===== config.mk =====
export PLATFORM = sky130hd
export DESIGN_NAME = pipe_stage_reg
export DESIGN_NICKNAME = d
export VERILOG_FILES = /design/src/rtl/pipe_pkg.sv /design/src/rtl/pipe_sat_counter.sv /design/src/rtl/pipe_stage_reg.sv
export SDC_FILE = /design/constraint.sdc
export NUM_CORES = 1
export LEC_CHECK = 0
export CORE_UTILIZATION = 55
export CTS_BUF_LIST = sky130_fd_sc_hd__clkbuf_4
export CTS_CLUSTER_SIZE = 14
export DETAILED_ROUTE_END_ITERATION = 8
export PLACE_DENSITY = 0.89
export SLEW_MARGIN = 10
export SYNTH_ARGS = -nofsm -noshare
export SYNTH_HDL_FRONTEND = slang
export SYNTH_HIERARCHICAL = 1
export SYNTH_SLANG_ARGS = --single-unit

===== constraint.sdc =====
create_clock -name clk -period 4 [get_ports clk]
set_input_delay 1 -clock clk [delete_from_list [all_inputs] [get_ports clk]]
set_output_delay 1 -clock clk [all_outputs]
set_load 0.05 [all_outputs]

===== src/rtl/pipe_pkg.sv =====
// Shared definitions for the pipeline stage register: state encoding,
// default reset/handler PCs, default exception-code width and the
// default-width payload layout.
package pipe_pkg;

    // Occupancy of the stage: nothing held, main entry only, main + skid.
    typedef enum logic [1:0] {
        EMPTY = 2'd0,
        FULL  = 2'd1,
        SKID  = 2'd2
    } state_t;

    localparam logic [31:0] DEFAULT_RESET_PC   = 32'h0000_0000;
    localparam logic [31:0] DEFAULT_HANDLER_PC = 32'h0000_4180;
    localparam int          DEFAULT_EXC_W      = 5;

    // Payload as seen with the default widths (32-bit PC and instruction).
    typedef struct packed {
        logic [31:0]              pc;
        logic [31:0]              instr;
        logic [DEFAULT_EXC_W-1:0] exccode;
        logic                     bd;
    } pipe_payload_t;

    // A stage can take a new entry whenever the skid slot is free.
    function automatic logic state_accepts(input state_t s);
        return (s != SKID);
    endfunction

endpackage


===== src/rtl/pipe_sat_counter.sv =====
// Saturating event counter: counts cycles with inc high, sticks at
// all-ones, cleared only by the asynchronous active-low reset.
module pipe_sat_counter #(
    parameter int CNT_W = 16
) (
    input  logic             clk,
    input  logic             reset_n,
    input  logic             inc,
    output logic [CNT_W-1:0] count
);

    logic [CNT_W-1:0] cnt_q;
    logic [CNT_W-1:0] cnt_d;

    // Next count: step by one unless already saturated.
    always_comb begin
        cnt_d = cnt_q;
        if (inc && (cnt_q != {CNT_W{1'b1}})) begin
            cnt_d = cnt_q + CNT_W'(1);
        end
    end

    // Count register.
    always_ff @(posedge clk or negedge reset_n) begin
        if (!reset_n) begin
            cnt_q <= '0;
        end else begin
            cnt_q <= cnt_d;
        end
    end

    assign count = cnt_q;

endmodule


===== src/rtl/pipe_stage_reg.sv =====
// Inter-stage pipeline register with valid/ready handshake and a one-entry
// skid buffer so that in_ready is a flop output. A synchronous req flushes
// the stage and presents HANDLER_PC as a bubble.
// Optional performance counters are built when PIPE_STAGE_PERF_EN is
// defined; otherwise stall_cnt/flush_cnt are tied to zero.
module pipe_stage_reg
    import pipe_pkg::*;
#(
    parameter int              PC_W       = 32,
    parameter int              INSTR_W    = 32,
    parameter int              EXC_W      = DEFAULT_EXC_W,
    parameter logic [PC_W-1:0] RESET_PC   = PC_W'(DEFAULT_RESET_PC),
    parameter logic [PC_W-1:0] HANDLER_PC = PC_W'(DEFAULT_HANDLER_PC),
    parameter int              CNT_W      = 16
) (
    input  logic               clk,
    input  logic               reset_n,
    input  logic               req,
    input  logic               in_valid,
    output logic               in_ready,
    input  logic [PC_W-1:0]    in_pc,
    input  logic [INSTR_W-1:0] in_instr,
    input  logic [EXC_W-1:0]   in_exccode,
    input  logic               in_bd,
    output logic               out_valid,
    input  logic               out_ready,
    output logic [PC_W-1:0]    out_pc,
    output logic [INSTR_W-1:0] out_instr,
    output logic [EXC_W-1:0]   out_exccode,
    output logic               out_bd,
    output logic [CNT_W-1:0]   stall_cnt,
    output logic [CNT_W-1:0]   flush_cnt
);

    // Payload at this instance's widths.
    typedef struct packed {
        logic [PC_W-1:0]    pc;
        logic [INSTR_W-1:0] instr;
        logic [EXC_W-1:0]   exccode;
        logic               bd;
    } payload_t;

    // A nop bubble that keeps a given PC visible.
    function automatic payload_t bubble(input logic [PC_W-1:0] pc);
        payload_t p;
        p.pc      = pc;
        p.instr   = '0;
        p.exccode = '0;
        p.bd      = 1'b0;
        return p;
    endfunction

    state_t   state_q;
    state_t   state_d;
    payload_t main_q;
    payload_t main_d;
    payload_t skid_q;
    payload_t skid_d;
    logic     in_ready_q;
    logic     in_ready_d;

    payload_t in_payload;
    logic     in_accept;

    assign in_payload.pc      = in_pc;
    assign in_payload.instr   = in_instr;
    assign in_payload.exccode = in_exccode;
    assign in_payload.bd      = in_bd;

    // An upstream transfer only happens when the registered ready is high.
    assign in_accept = in_valid & in_ready_q;

    // Next-state and payload steering; flush overrides every transition.
    always_comb begin
        state_d = state_q;
        main_d  = main_q;
        skid_d  = skid_q;
        if (req) begin
            // Any downstream handshake this cycle consumes main; skid and
            // the incoming entry are discarded.
            state_d = EMPTY;
            main_d  = bubble(HANDLER_PC);
            skid_d  = '0;
        end else begin
            unique case (state_q)
                EMPTY: begin
                    if (in_accept) begin
                        state_d = FULL;
                        main_d  = in_payload;
                    end
                end
                FULL: begin
                    if (in_accept && out_ready) begin
                        main_d = in_payload;
                    end else if (in_accept) begin
                        state_d = SKID;
                        skid_d  = in_payload;
                    end else if (out_ready) begin
                        // Draining: show a nop but keep the last PC.
                        state_d = EMPTY;
                        main_d  = bubble(main_q.pc);
                    end
                end
                SKID: begin
                    // in_ready is low here, so only the downstream side moves.
                    if (out_ready) begin
                        state_d = FULL;
                        main_d  = skid_q;
                    end
                end
                default: begin
                    state_d = EMPTY;
                    main_d  = bubble(main_q.pc);
                end
            endcase
        end
        in_ready_d = state_accepts(state_d);
    end

    // State, entries and registered ready.
    always_ff @(posedge clk or negedge reset_n) begin
        if (!reset_n) begin
            state_q    <= EMPTY;
            main_q     <= bubble(RESET_PC);
            skid_q     <= '0;
            in_ready_q <= 1'b1;
        end else begin
            state_q    <= state_d;
            main_q     <= main_d;
            skid_q     <= skid_d;
            in_ready_q <= in_ready_d;
        end
    end

    assign in_ready    = in_ready_q;
    assign out_valid   = (state_q != EMPTY);
    assign out_pc      = main_q.pc;
    assign out_instr   = main_q.instr;
    assign out_exccode = main_q.exccode;
    assign out_bd      = main_q.bd;

`ifdef PIPE_STAGE_PERF_EN
    logic stall_inc;
    assign stall_inc = out_valid & ~out_ready;

    pipe_sat_counter #(
        .CNT_W (CNT_W)
    ) u_stall_cnt (
        .clk     (clk),
        .reset_n (reset_n),
        .inc     (stall_inc),
        .count   (stall_cnt)
    );

    pipe_sat_counter #(
        .CNT_W (CNT_W)
    ) u_flush_cnt (
        .clk     (clk),
        .reset_n (reset_n),
        .inc     (req),
        .count   (flush_cnt)
    );
`else
    assign stall_cnt = '0;
    assign flush_cnt = '0;
`endif

endmodule

==> impl_metrics.toml <==
[global_routing]
overflow = 0
grt_pass1_wl_um = 27250
first_global_vias = 5260
grt_use_total_pct = 27.33
grt_start_max_net_pins = 123
antenna_found_initial = 0

[power_and_ir_drop]
p_leak_nw = 3.639
p_total_mw = 3.373
p_int_mw = 2.231
p_sw_share_pct = 33.87
vdd_drop_max_mv = 0.2067
seq_power_share_pct = 47.1
power.switching_mw = 1.142
powerDensity_nw_per_um2 = 394.7
clkPwrFrac_pct = 26.2
combPwrFrac_pct = 26.7

[sta]
timing.hold.ws_ps = 511.8
finalSetupTns_ps = 0
fmax_mhz = 304.8
min_period_over_period_pct = 82.01
slew_viol_final = 0
fin_skew_ps = 19.33
slew_headroom_pct = 27.21
tightest_slew_ps = 1092
finalHoldViolCount = 0
timing.final.crit_period_ps = 3281
rsz0062_at_grt = "false"
setup_violations = 0

[floorplan]
coreArea_um2 = 12110
dieWidth_um = 113.9
io_pins = 179
die_y_um = 113.9
row_count = 40
dieArea_um2 = 12970
start_util_pct = 56.83

[yosys]
ys_seq_area_share_pct = 52.01
synth_ff_type = "dfrtp_1"
ys_types = 32
async_flop_share_pct = 100.0
syn_area_um2 = 6883
ys_ff_latch = 143
postSynthAreaPerCell_um2 = 12.68
netlist.area_leader.share_pct = 51.63
synthCells = 543
synth_edf_count = 0
yosys.area.top_type = "dfrtp_1"
netlist_top_cells_area = "dfrtp_1 (52%), a22o_1 (17%), mux2i_1 (10%)"
synth_warnings = 6

[clocking]
ctsRootBufferMaster = "clkbuf_4"
numClockSinks = 143
ctsHoldBuffers = 0
post_cts_resized = 0
cts_max_path_buffers = 2
insertion_delay_ps = 570
post_cts_buffers = 0
clk_pin_slew_worst_paths_ps = 110
cts_tree = "built"
cts_max_level = 4
cts_buffers = 17

[placed_design]
gp_congestion = 0.7983
port_buffers = 146
dp_hpwl_um = 10580
dpl_cell_area_um2 = 8293

[worst_setup_path]
endpoint_kind = "output port"
critPathKind = "flip-flop to output port"
cp_top_family = "buffers and inverters"
cp.buffers_inverters = 1
cp.arrival_ps = 2280
crit_chain = "or2_2 -> clkdlybuf4s50_1"
critPathRequiredTime_ps = 3000
start_kind = "flip-flop"
max_stage_delay_ps = 710
crit_fanout = 24
slowest_stage = "clkdlybuf4s50_1"

[final_layout]
nNetsFinal = 739
fin_area_um2 = 8547
antennaDiodeCount = 0
syn2layout_area_growth_pct = 24.18
drive_gt1_share_pct = 8.284

[detailed_routing]
firstDrtPassIters = 4
via_per_inst = 6.126
drtAntennaViolNets = 0
drt_iter0_drc = 315
wl_um = 16820
vias = 5170
route.detailed.drc = 0
wl_per_cell_um = 19.93

[run]
cap_violations = 0

[outcome]
status = "completed"

[hold_path]
hold_class = "flip-flop to flip-flop"
==> final timing paths <==
| path | startpoint | endpoint | slack (ps) | cells past startpoint |
|---|---|---|---|---|
| max reg2reg | state_q[1] | out_instr[27] | 1170 | 5 |
| min in group asynchronous | reset_n | skid_q[55] | 590 | 1 |
| max | state_q[1] | out_valid | 720 | 2 |
| min reg2reg | skid_q[69] | skid_q[69] | 510 | 1 |
| min | skid_q[69] | skid_q[69] | 510 | 1 |
| max in group asynchronous | reset_n | out_pc[30] | 2510 | 2 |
==> sequential cells by signal (all words and copies together) (netlist names) <==
name         cells
in_ready         1
out_bd           1
out_exccode      5
out_instr       32
out_pc          32
skid_q          70
state_q          2
==> through the flow <==
stage	cells	setup slack [ps]	utilization [%]
2_1_floorplan	574	1735	-
3_3_place_gp	813	973.6	68.47
3_5_place_dp	813	870.7	68.47
4_1_cts	844	670.6	70.57
5_1_grt	844	633.4	70.57
6_report	844	719.5	70.57
==> cell type report <==
type | count | area (um2)
Clock buffer | 21 | 157.7
Clock inverter | 10 | 96.34
Fill cell | 855 | 3565
Inverter | 3 | 11.26
Multi-Input combinational cell | 341 | 2897
Sequential cell | 143 | 3585
Tap cell | 168 | 210.2
Timing Repair Buffer | 158 | 1590
==> power by group through the flow <==
stage,clock [mW],sequential [mW],combinational (mW)
after floorplan,0,1.84,0.358
after global placement,0,1.61,0.880
after detailed placement,0,1.61,0.902
after CTS,0.899,1.59,0.904
after global routing,0.967,1.60,0.949
final,0.884,1.59,0.902
==> layer usage <==
| layer | share of wire [%] | global-route usage [%] | up-vias | wire length (um) |
|---|---|---|---|---|
| li1 | - | - | 2295 | - |
| met2 | 49 | 44.15 | 195 | 8321 |
| met3 | 4.9 | 6.217 | 31 | 821 |
| met5 | 0 | 0 | - | 0 |
| met4 | 2.4 | 12.03 | 0 | 410 |
| met1 | 43 | 35.48 | 2649 | 7265 |
==> kinds of logic after synthesis <==
group,synth area share (%)
compound gates,27.25
flops,52.01
buf+inv,8.144
mux,10.18
simple gates,2.236
xor+xnor,0.1273
other cells,0.05448
==> synthesized netlist by cell type, drive strengths merged, types with 2 or more instances <==
| cell | instances |
|---|---|
| nor3 | 2 |
| inv | 3 |
| dfrtp | 142 |
| nor2 | 7 |
| nand2b | 2 |
| nor2b | 3 |
| a21oi | 6 |
| a22o | 137 |
| nand2 | 3 |
| a22oi | 3 |
| or2 | 2 |
| mux2i | 70 |
| nand3b | 2 |
| buf | 74 |
| clkbuf | 13 |
| o2bb2ai | 67 |
==> placed cells by master (no fill, tap or decap), drive strengths merged <==
cell and count:
or2 2, conb 32, dfrtp 142, inv 3, clkdlybuf4s50 145, bufinv 2, xnor2 1, nor2b 3
a41oi 1, nor2 7, nor3 2, nand2 3, a22o 137, a221oi 1, o21ai 1, a21oi 6
nand3b 2, clkinv 8, o2bb2ai 67, nor4b 1, a22oi 3, nand2b 2, mux2i 70, buf 13
dfstp 1, clkbuf 21
==> worst reg2reg max path: stages, from the launching register on <==
cell and delay [ps]:
dfrtp_4 680, buf_4 820, a21oi_1 310, a221oi_4 310, buf_4 430, a22o_1 220
(Power assumes the default switching activity.)
==> patch 1: new RTL, same settings <==
Encoding of `state_t`: now one-hot (3 bits for 3 states).
--- a/src/rtl/pipe_pkg.sv
+++ b/src/rtl/pipe_pkg.sv
@@ -5,8 +5,8 @@
 
     // Occupancy of the stage: nothing held, main entry only, main + skid.
-    typedef enum logic [1:0] {
-        EMPTY = 2'd0,
-        FULL  = 2'd1,
-        SKID  = 2'd2
+    typedef enum logic [2:0] {
+        EMPTY = 3'b001,
+        FULL  = 3'b010,
+        SKID  = 3'b100
     } state_t;
 
Check against the original RTL: no difference found for any inputs over 4 cycles, from zero or initial values and one cycle with reset_n low; so few cycles prove little.
==> patch 1 against the original RTL <==
Area after synthesis decreased by 2.3%. Via count increased by 7.9%. Total power decreased by 9.4%. Cell count increased by 10%. Setup slack improved by 0.069 ns. Combinational power decreased by 21%. Sequential cell count increased by 1. Cell area decreased by 2.8%. Wire length decreased by 1.6%. Critical endpoint unchanged.
==> patch 1: results (changes against the original RTL) <==
p_seq_share_pct: 50.6  # +3.5 points
ys_types: 37  # +16%
ir_drop_uv: 224  # +8.2%
rr_endpoint: "out_pc[31]$_DFFE_PN0P_"
yosys-top-cells-count: "nand2_1, dfrtp_1, a21oi_1"
crit_start: "state_q[0]$_DFF_PN1_"
muxShareOfSynthArea_pct: 0.595  # -9.6 points
nets: 848  # +15%
clkLatencyLatePin_ns: 0.52  # -0.05 ns
place_congestion: 0.782  # -2.1%
wl_met1_um: 6950  # -4.3%
clk_share_pct: 2.68  # -0.29 points
rrSetupSlack_ns: 1.70  # +0.53 ns
place_ws_ns: 0.760  # -0.111 ns
wl_met3_um: 1160  # +41%
worst_pin_slew_ns: 0.839  # -0.252 ns
crit_fanout: 9  # -63%
cp.arrival_ns: 2.21  # -0.07 ns
num-multi-input-gates: 449  # +32%
nClkBuffers: 20  # -4.8%
nonClockBufferCount: 160  # +1.3%
status: "complete, no violations"
synth_xor_area_share_pct: 0  # -0.13 points
track_usage_pct: 27.0  # -0.29 points
synth_area_leaders: "dfrtp_1, nand2_1, a22oi_1"
rr_worst_depth: 4  # -1
-- patch 1: cell types whose count changed in the layout (fill, tap and decap cells not counted), moves of 3 or more --
| cell | change |
|---|---|
| a211oi_1 | +3 |
| a211oi_2 | +27 |
| a21oi_1 | +67 |
| a221oi_1 | +3 |
| a22o_1 | -137 |
| a22oi_1 | +64 |
| buf_4 | +4 |
| mux2i_1 | -66 |
| nand2_1 | +141 |
| nor3_1 | +30 |
| o2bb2ai_1 | -29 |
-- patch 1: stage by stage --
step / utilization [%] / power [mW] / hold WS, ns / std cells / cell area (um^2)
after floorplan: - / 2.05 / 0.502 / 688 / 6840
final: 69.4 / 3.06 / 0.500 / 931 / 8310
after CTS: 69.4 / 3.07 / 0.505 / 931 / 8310
after detailed placement: 67.6 / 2.29 / 0.473 / 901 / 8080
after global placement: 67.6 / 2.27 / 0.475 / 901 / 8080
after global routing: 69.4 / 3.18 / 0.518 / 931 / 8310
-- patch 1: how the worst min path moves through the flow --
stage,from,to,slack [ns]
finish,out_instr[23]$_DFFE_PN0P_,out_instr[23]$_DFFE_PN0P_,0.50
detailed placement,out_instr[23]$_DFFE_PN0P_,out_instr[23]$_DFFE_PN0P_,0.47
global route,out_instr[23]$_DFFE_PN0P_,out_instr[23]$_DFFE_PN0P_,0.52
floorplan,skid_q[45]$_DFFE_PN0P_,skid_q[45]$_DFFE_PN0P_,0.50
CTS,out_instr[26]$_DFFE_PN0P_,out_instr[26]$_DFFE_PN0P_,0.50
global placement,out_instr[12]$_DFFE_PN0P_,out_instr[12]$_DFFE_PN0P_,0.48
-- patch 1: metal layers --
| layer | vias to the layer above | GRT usage (%) |
|---|---|---|
| met5 | - | 0 |
| met4 | 0 | 8.27 |
| met3 | 21 | 6.86 |
| met2 | 246 | 43.4 |
| met1 | 2795 | 36.4 |
| li1 | 2519 | - |
==> patch 2: new RTL, same flow settings <==
Made on the original files. Add a define of `PIPE_STAGE_PERF_EN`.
--- a/src/rtl/pipe_stage_reg.sv
+++ b/src/rtl/pipe_stage_reg.sv
@@ -4,4 +4,6 @@
 // Optional performance counters are built when PIPE_STAGE_PERF_EN is
 // defined; otherwise stall_cnt/flush_cnt are tied to zero.
+`define PIPE_STAGE_PERF_EN
+
 module pipe_stage_reg
     import pipe_pkg::*;
Function: changed (Yosys sat finds a counterexample within 4 cycles, from zero or initial values and one cycle with reset_n low).
==> patch 2 against the original RTL <==
Global-route usage is 1.2 points higher. Total power rose by 29%. Highest routed layer unchanged. Cell area is 23% higher. Sequential cell count increased by 32. Fmax down 8.7%. Area after synthesis increased by 22%. Wire length is 30% higher. Setup slack got worse by 0.31 ns. The run now ends with design-rule violations left. Critical path type unchanged. Largest power group unchanged. Sequential share of layout area is 0.24 points lower.
==> patch 2: results (changes against the original RTL) <==
fin_setup_tns_ns: 0  # unchanged
finalSetupViolations: 0  # unchanged
placed_area_um2: 10200  # +23%
leakage_nw: 4.40  # +21%
hold_start: "skid_q[14]$_DFFE_PN0P_"
r2r_start: "state_q[1]$_DFF_PN0_"
failed_checks: "design-rule violations"
grt_pass1_wl_um: 35100  # +29%
dp_cells: 977  # +20%
io_buffers: 178  # +22%
synth_area_per_cell_um2: 12.8  # +0.79%
crit_fanout: 43  # +79%
wl_per_cell_um: 21.7  # +8.8%
track_usage_pct: 28.6  # +1.2 points
largest_reg_flops: 70  # unchanged
worst_pin_slew_ns: 0.983  # -0.108 ns
rrSetupSlack_ns: 0.87  # -0.30 ns
drive_gt1_share_pct: 9.58  # +1.3 points
crit_path_top_delay_cell: "dfrtp_4"
post_cts_buffers: 0  # unchanged
ir_drop_uv: 361  # +75%
vias_per_cell: 6.56  # +7.1%
synth_area_leaders: "dfrtp_1, a22o_1, mux2i_1"
dp_hpwl_um: 14600  # +38%
nets: 889  # +20%
slowest_delay_ns: 0.91  # +0.20 ns
drtIter0Drc: 487  # +55%
path_clk_slew_ns: 0.14  # +0.03 ns
hold_ws_ns: 0.520  # +0.00854 ns
first_pass_iters: 7  # +3
ys_seq_area_share_pct: 52.3  # +0.34 points
grt_max_degree: 108  # -12%
drc_errors: 11  # +11
cp.arrival_ns: 2.59  # +0.31 ns
ys_types: 49  # +53%
place_congestion: 0.908  # +14%
yosys-top-cells-count: "dfrtp_1, a22o_1, mux2i_1"
grt_pass1_vias: 6628  # +26%
place_ws_ns: 0.497  # -0.374 ns
status: "finished, violations left"
cp_top_family: "flip-flops"
final_cells: 1009  # +20%
max_freq_ghz: 0.278  # -8.7%
cts_buffer_depth: 2  # unchanged
skew_ns: 0.0123  # -0.00704 ns
[patch 2: cell types whose count changed after synthesis, moves of 9 or more]
cell / change
buf_4: -30
nand2_1: +9
nand4_1: +16
o21a_1: +10
xnor2_1: +10
dfrtp_1: +32
nand3_1: +10
[patch 2: kinds of logic (layout without fill, tap and decap cells)]
| logic type | Yosys count | after routing | share of synthesized area, % |
|---|---|---|---|
| buffers and inverters | 58 | 228 | 4.14 |
| AND/OR/NAND/NOR | 87 | 87 | 7.86 |
| flip-flops | 175 | 175 | 52.3 |
| multiplexers | 72 | 72 | 8.64 |
| adder cells (fa/ha/maj) | 2 | 2 | 0.299 |
| AO/OA/AOI/OAI | 246 | 246 | 25.1 |
| XOR/XNOR | 15 | 15 | 1.57 |
[patch 2: worst paths after layout]
path,to,depth (start not counted)
min in group asynchronous,out_instr[21]$_DFFE_PN0P_,1
worst min-delay path,skid_q[14]$_DFFE_PN0P_,1
worst max register to register,out_pc[24]$_DFFE_PN0P_,6
max in group asynchronous,u_flush_cnt/count[9]$_DFFE_PN0P_,2
worst max-delay path,out_valid,2
worst min register to register,skid_q[14]$_DFFE_PN0P_,1
[patch 2: report_power, final]
part	internal (mW)	switching (mW)	leakage, nW	total (mW)
registers	1.91	0.172	2.36	2.08
clock network	0.368	0.628	0.153	0.996
logic	0.462	0.808	1.89	1.27
total	2.74	1.61	4.40	4.35
[patch 2: final cells by class]
class                   instances  area (um^2)
flip-flops and latches        175         4390
fillers                       966         4180
multi-input cells             422         3680
repair buffers                193         1930
well taps                     184          230
clock inverters                15          145
clock buffers                  17          128
inverters                       3         11.3
[patch 2: routing by layer]
layer	vias to the layer above	GRT usage (%)	wire length (um)
met5	-	0	0
li1	2909	-	-
met2	309	44.7	10400
met3	42	6.59	1530
met1	3358	38.5	9310
met4	0	12.2	621
